## src/rtl/ac3_seq_ctrl.sv

```systemverilog
// ac3_seq_ctrl: sequencer for the ac3 output accumulator.
// Per tile: clear the 4 ac3 registers, steer n_ops groups of 4 ac2 partial
// sums into registers 0..3, pulse the quantization shift, then hold the
// results valid until downstream accepts. Repeats for n_tiles tiles.
//
// Optional feature macro: AC3_SEQ_STALL_CNT_EN
//   When defined, adds a 32-bit stall_cnt output. It counts cycles spent in
//   ACC with in_valid low plus cycles spent in OUT with out_ready low.
//
// state | meaning
// ------+-----------------------------------------------------------------
// IDLE  | waiting for start; all strobes low
// CLEAR | cl_en pulse; op counter and word index reset
// ACC   | in_ready high; each accepted word written to register w_en
// SHIFT | s_en pulse (quantization shift)
// OUT   | out_valid held until out_ready; then next tile or done

module ac3_seq_ctrl #(
    parameter int MNO = 288,
    parameter int MNT = 256,
    localparam int OPW = $clog2(MNO + 1),
    localparam int TW  = $clog2(MNT + 1)
) (
    input  logic           clk,
    input  logic           rst,
    input  logic           start,
    input  logic [OPW-1:0] n_ops,
    input  logic [TW-1:0]  n_tiles,
    input  logic           in_valid,
    output logic           in_ready,
    output logic           valid,
    output logic [1:0]     w_en,
    output logic           cl_en,
    output logic           s_en,
    output logic           out_valid,
    input  logic           out_ready,
`ifdef AC3_SEQ_STALL_CNT_EN
    output logic [31:0]    stall_cnt,
`endif
    output logic           busy,
    output logic           done
);

    typedef enum logic [2:0] {
        IDLE  = 3'd0,
        CLEAR = 3'd1,
        ACC   = 3'd2,
        SHIFT = 3'd3,
        OUT   = 3'd4
    } state_t;

    localparam logic [OPW-1:0] MNO_V = OPW'(MNO);
    localparam logic [OPW-1:0] OP_ONE = OPW'(1);
    localparam logic [TW-1:0]  T_ONE  = TW'(1);

    state_t         state;
    logic [OPW-1:0] ops_lat;
    logic [TW-1:0]  tiles_lat;
    logic [OPW-1:0] op_cnt;
    logic [TW-1:0]  tile_cnt;

    logic           last_word;
    logic           last_tile;

    // The write strobe is the handshake itself; in_ready is only high in ACC.
    assign valid = in_valid & in_ready;

    // Word 3 of the final op group ends accumulation; ops_lat >= 1 in ACC.
    assign last_word = (w_en == 2'd3) && (op_cnt == (ops_lat - OP_ONE));
    // tiles_lat is never 0 after latch, so the subtraction cannot underflow.
    assign last_tile = (tile_cnt == (tiles_lat - T_ONE));

    // Main sequencer with registered control outputs.
    always_ff @(posedge clk or posedge rst) begin
        if (rst) begin
            state     <= IDLE;
            ops_lat   <= '0;
            tiles_lat <= '0;
            op_cnt    <= '0;
            tile_cnt  <= '0;
            in_ready  <= 1'b0;
            w_en      <= 2'd0;
            cl_en     <= 1'b0;
            s_en      <= 1'b0;
            out_valid <= 1'b0;
            busy      <= 1'b0;
            done      <= 1'b0;
        end else begin
            case (state)
                IDLE: begin
                    done <= 1'b0;
                    if (start) begin
                        ops_lat   <= (n_ops > MNO_V) ? MNO_V : n_ops;
                        tiles_lat <= (n_tiles == '0) ? T_ONE : n_tiles;
                        tile_cnt  <= '0;
                        op_cnt    <= '0;
                        w_en      <= 2'd0;
                        cl_en     <= 1'b1;
                        busy      <= 1'b1;
                        state     <= CLEAR;
                    end
                end

                CLEAR: begin
                    cl_en  <= 1'b0;
                    op_cnt <= '0;
                    w_en   <= 2'd0;
                    if (ops_lat == '0) begin
                        s_en  <= 1'b1;
                        state <= SHIFT;
                    end else begin
                        in_ready <= 1'b1;
                        state    <= ACC;
                    end
                end

                ACC: begin
                    if (in_valid) begin
                        w_en <= w_en + 2'd1;
                        if (w_en == 2'd3) begin
                            op_cnt <= op_cnt + OP_ONE;
                        end
                        if (last_word) begin
                            in_ready <= 1'b0;
                            s_en     <= 1'b1;
                            state    <= SHIFT;
                        end
                    end
                end

                SHIFT: begin
                    s_en      <= 1'b0;
                    out_valid <= 1'b1;
                    state     <= OUT;
                end

                OUT: begin
                    if (out_ready) begin
                        out_valid <= 1'b0;
                        if (last_tile) begin
                            busy  <= 1'b0;
                            done  <= 1'b1;
                            state <= IDLE;
                        end else begin
                            tile_cnt <= tile_cnt + T_ONE;
                            cl_en    <= 1'b1;
                            state    <= CLEAR;
                        end
                    end
                end

                default: begin
                    state     <= IDLE;
                    in_ready  <= 1'b0;
                    cl_en     <= 1'b0;
                    s_en      <= 1'b0;
                    out_valid <= 1'b0;
                    busy      <= 1'b0;
                    done      <= 1'b0;
                end
            endcase
        end
    end

`ifdef AC3_SEQ_STALL_CNT_EN
    logic stall_now;

    assign stall_now = ((state == ACC) && !in_valid) ||
                       ((state == OUT) && !out_ready);

    // Saturating stall counter, restarted on every accepted start.
    always_ff @(posedge clk or posedge rst) begin
        if (rst) begin
            stall_cnt <= '0;
        end else if ((state == IDLE) && start) begin
            stall_cnt <= '0;
        end else if (stall_now && (stall_cnt != 32'hFFFF_FFFF)) begin
            stall_cnt <= stall_cnt + 32'd1;
        end
    end
`endif

endmodule

```

## config.mk

```make
export PLATFORM = sky130hd
export DESIGN_NAME = ac3_seq_ctrl
export DESIGN_NICKNAME = d
export VERILOG_FILES = /design/src/rtl/ac3_seq_ctrl.sv
export SDC_FILE = /design/constraint.sdc
export NUM_CORES = 1
export LEC_CHECK = 0
export ABC_AREA = 1
export BUFFER_PORTS_ARGS = -buffer_cell sky130_fd_sc_hd__buf_2
export CELL_PAD_IN_SITES_DETAIL_PLACEMENT = 1
export CELL_PAD_IN_SITES_GLOBAL_PLACEMENT = 2
export CORE_ASPECT_RATIO = 0.9
export CORE_MARGIN = 2
export CORE_UTILIZATION = 33
export DETAILED_ROUTE_END_ITERATION = 8
export PLACE_DENSITY_LB_ADDON = 0.15
export SLEW_MARGIN = 40
export SYNTH_ARGS = -nofsm -noshare
export SYNTH_HDL_FRONTEND = slang
export SYNTH_SLANG_ARGS = --single-unit
```

## constraint.sdc

```tcl
create_clock -name clk -period 2 [get_ports clk]
set_input_delay 0.3 -clock clk [delete_from_list [all_inputs] [get_ports clk]]
set_output_delay 0.3 -clock clk [all_outputs]
set_load 0.05 [all_outputs]
```

==> results.md <==
- Min Tclk post-route: 1.899 ns
- Placed cell area: about 3400 um^2
- Initial Utilization: about a third
- Net Sw Frac: approximately half
- DRT antenna net count: 0
- Status: complete, but fails checks
- RD Place Congestion: ~0.81
- First-pass GRT wire length: 14680 um
- Combinational power share: roughly 58%
- Internal power component: 2.878 mW
- Hold-fix buffers at CTS: 0
- Std-Cell Rows: 33
- FF+latch count, synth: 47
- Sequential share of power: 27.6%
- Slew headroom: between 60 and 70%
- Clock root cell: clkbuf_8
- Global route total overflow: 0
- Hold_ws: -0.0001442 ns
- Core Region: 9042 um^2
- RSZ-0062 raised after global routing: yes
- CP required: 2.20 ns
- Vias per inst: ~4.8
- Netlist Area Pre-Place: 3050 um^2
- Synthesized instance count: between 400 and 500
- Largest net degree at the start of global routing: 22
- Slowest cell on the critical path: dfrtp_1
- Detailed-route wire length: approximately 8500 um
- Final Skew: around 0.013 ns
- TritonRoute pass-1 iters: 5
- Overall power: 5.622 mW
- Die area: roughly 10000 um^2
- H-tree levels: 2
- WL/cell: 14.01 um
- NumNets Final: 512
- FMAX: ~0.53 GHz
- Initial DRC Count: 82
- Mean Syn Cell Area: about 7 um^2
- Worst flop-to-flop path startpoint: tiles_lat[0]
- Io pins: 32
- YS warnings: 0
- Die width: ~110 um
- Reg area: about 1200 um^2
- Slew Limit Fails: 0
- # diodes: 0
- CP arrival: between 2 and 2.5 ns
- CTS Buf Count: 5
- Failing checks: hold timing
- Clock Path Buffers: 2
- P_sw: 2.744 mW
- Clock sinks: 47
- Clock transition at path regs: about 0.10 ns
- Pwr dens: 1500 nW/um^2
- Clk Latency, worst-skew pair: 0.30 ns
- P&R area growth vs syn: 22.85%
- Area of the multi-input gates: 1745 um^2
- Drt drc: 0
- Dpl ws: -0.07786 ns
- Max-cap violations: 0
- Post-route setup slack: a little over 0.1 ns
- Leak: roughly 1.9 nW
- Top delay family on crit path: simple AND/OR/NAND/NOR gates
- CP peak stage delay: about 0.40 ns
- Reg-to-reg critical path endpoint: tile_cnt[7]
- Fin. Hold Viols: 1
- Clock power frac: between 10% and 20%
- Setup-failing EPs final: 0
- Kind of critical path: flop to flop
- FF-to-FF setup slack: a little over 0.1 ns
- Share of layout cells above drive strength 1: between 20% and 30%
- Worst Path Max Fanout: 5
- Die Height: about 95 um
- Crit path buf inv count: 2
- Crit path cell chain: inv_2, ha_4, nand2_4, nor2_4, nand2_1, nand2_1, nand2_1, nand2_1, nand3_2, nor2_4, nand2_2, buf_4, nand4_1, nand2_1
- CTS tree: done
- Initial antenna violation count: 0
- FF-to-FF path depth: 14
- Type of origin of the critical path: flop
- Vias in the first global route: just under 3000
- Setup TNS: 0 ns
- Final period util: a little over nine tenths
- Net Count, Synth: 457
- Via count of the routed design: 2892
- Library cells used by synthesis: 36
- PortBufs: 31
- GRT Total Usage: roughly 18%
- DP Wirelength: 6679 um
- Critical path's most frequent cell: nand2_1
- Peak VDD IR: about 0.00066 V
- Worst-margin pin slew: roughly 0.45 ns
- Worst hold path type: input port to async pin
- Seq/Total Area, Yosys: 38.56%
- Setup crit end kind: flop
- Fin area: ~3700 um^2
- Fillers: approximately 1200
-- worst max-delay path by stage --
stage,depth (start not counted),start,slack [ns],to
floorplan,12,w_en[0],0.22,s_en
global placement,11,tiles_lat[0],0.06,cl_en
detailed placement,12,tiles_lat[0],-0.08,tile_cnt[8]
CTS,15,tiles_lat[0],0.02,done
global route,14,tiles_lat[0],-0.04,state[0]
finish,14,tiles_lat[0],0.10,tile_cnt[7]
-- routing by layer --
layer	up-vias	track usage, %	share of wire [%]
met5	-	0	0
met4	0	4.000	0.89
met3	5	2.666	2.5
met2	40	27.85	42
met1	1363	27.11	55
li1	1484	-	-
-- synth_stat cells (all sizes together) --
cell	n	area (um^2)
nor4	2	12.51
dfrtp	47	1176
a22oi	1	7.510
ha	5	62.56
a21oi	7	35.03
o22ai	3	18.77
nand2	131	524.3
xor2	15	131.4
nand3b	1	7.510
clkinv	1	3.750
o41ai	1	8.760
nand3	40	210.2
xnor2	4	35.03
inv	60	227.7
and2	1	6.260
or2	2	12.52
o31ai	4	30.03
o21ai	21	105.1
clkbuf	4	16.26
buf	1	5.000
nor3b	2	15.01
nor2	54	259.0
nor3	7	46.30
nand4	15	93.84
-- stage by stage --
| step | utilization [%] | instances | hold WS (ns) |
|---|---|---|---|
| final | 41.44 | 607 | -0.0001442 |
| after floorplan | - | 429 | 0.4210 |
| after CTS | 39.53 | 596 | 0.003996 |
| after global placement | 37.82 | 588 | 0.3404 |
| after global routing | 41.44 | 607 | 0.03051 |
| after detailed placement | 37.82 | 588 | 0.3386 |
-- layout make-up --
type	count	area share (%)
inverters	61	6.277
repair buffers	51	8.147
multi-input cells	318	46.58
clock inverters	2	1.603
flip-flops and latches	47	31.39
clock buffers	6	1.937
well taps	122	4.073
-- power by group through the flow --
| stage | clock (mW) | combinational (mW) | sequential (mW) |
|---|---|---|---|
| floorplan | 0 | 1.94 | 1.70 |
| global placement | 0 | 2.81 | 1.55 |
| detailed placement | 0 | 2.86 | 1.56 |
| CTS | 0.867 | 2.92 | 1.54 |
| global route | 0.900 | 3.69 | 1.60 |
| finish | 0.833 | 3.24 | 1.55 |
-- placed cells by master, fill, tap and decap left out, types with 2 or more instances in the layout --
master / synthesis / routed
xnor2_1: 4 / 4
nand4_1: 15 / 15
buf_4: 0 / 20
buf_2: 1 / 31
clkbuf_8: 0 / 5
dfrtp_1: 47 / 47
nor4_1: 2 / 2
nor3_1: 6 / 6
nand3_2: 2 / 4
xor2_1: 15 / 15
nor3b_1: 2 / 2
o22ai_1: 3 / 3
inv_2: 7 / 12
nor2_4: 4 / 6
nor2_1: 45 / 42
o31ai_1: 4 / 4
inv_1: 52 / 46
a21oi_1: 7 / 6
ha_4: 0 / 2
bufinv_16: 0 / 2
nand3_1: 38 / 35
ha_1: 5 / 3
o21ai_0: 20 / 20
nand2_4: 4 / 5
nand2_1: 126 / 120
nand3_4: 0 / 3
nor2_2: 4 / 5
nand2_2: 1 / 6
-- registers in the layout (all words and copies together) (netlist names), 2 cells and up --
signal     count
ops_lat        9
op_cnt         9
tiles_lat      9
state          3
w_en           2
tile_cnt       9
-- logic make-up (layout without fill, tap and decap cells) --
kind of cell,Yosys count,after routing,share of synthesized area (%)
XOR/XNOR,19,19,5.455
buffers and inverters,66,120,8.285
adder cells (fa/ha/maj),5,5,2.051
flip-flops,47,47,38.56
AO/OA/AOI/OAI,37,37,6.727
AND/OR/NAND/NOR,255,257,38.93
-- what timing repair did --
| action | in CTS | in global routing |
|---|---|---|
| buffers inserted | 0 | 9 |
| pin swaps | 1 | 11 |
| cloned | 0 | 2 |
| gates resized for setup | 4 | 24 |
| endpoints found under the setup margin | 10 | 17 |
No activity file was read; power rests on OpenSTA's default activity.
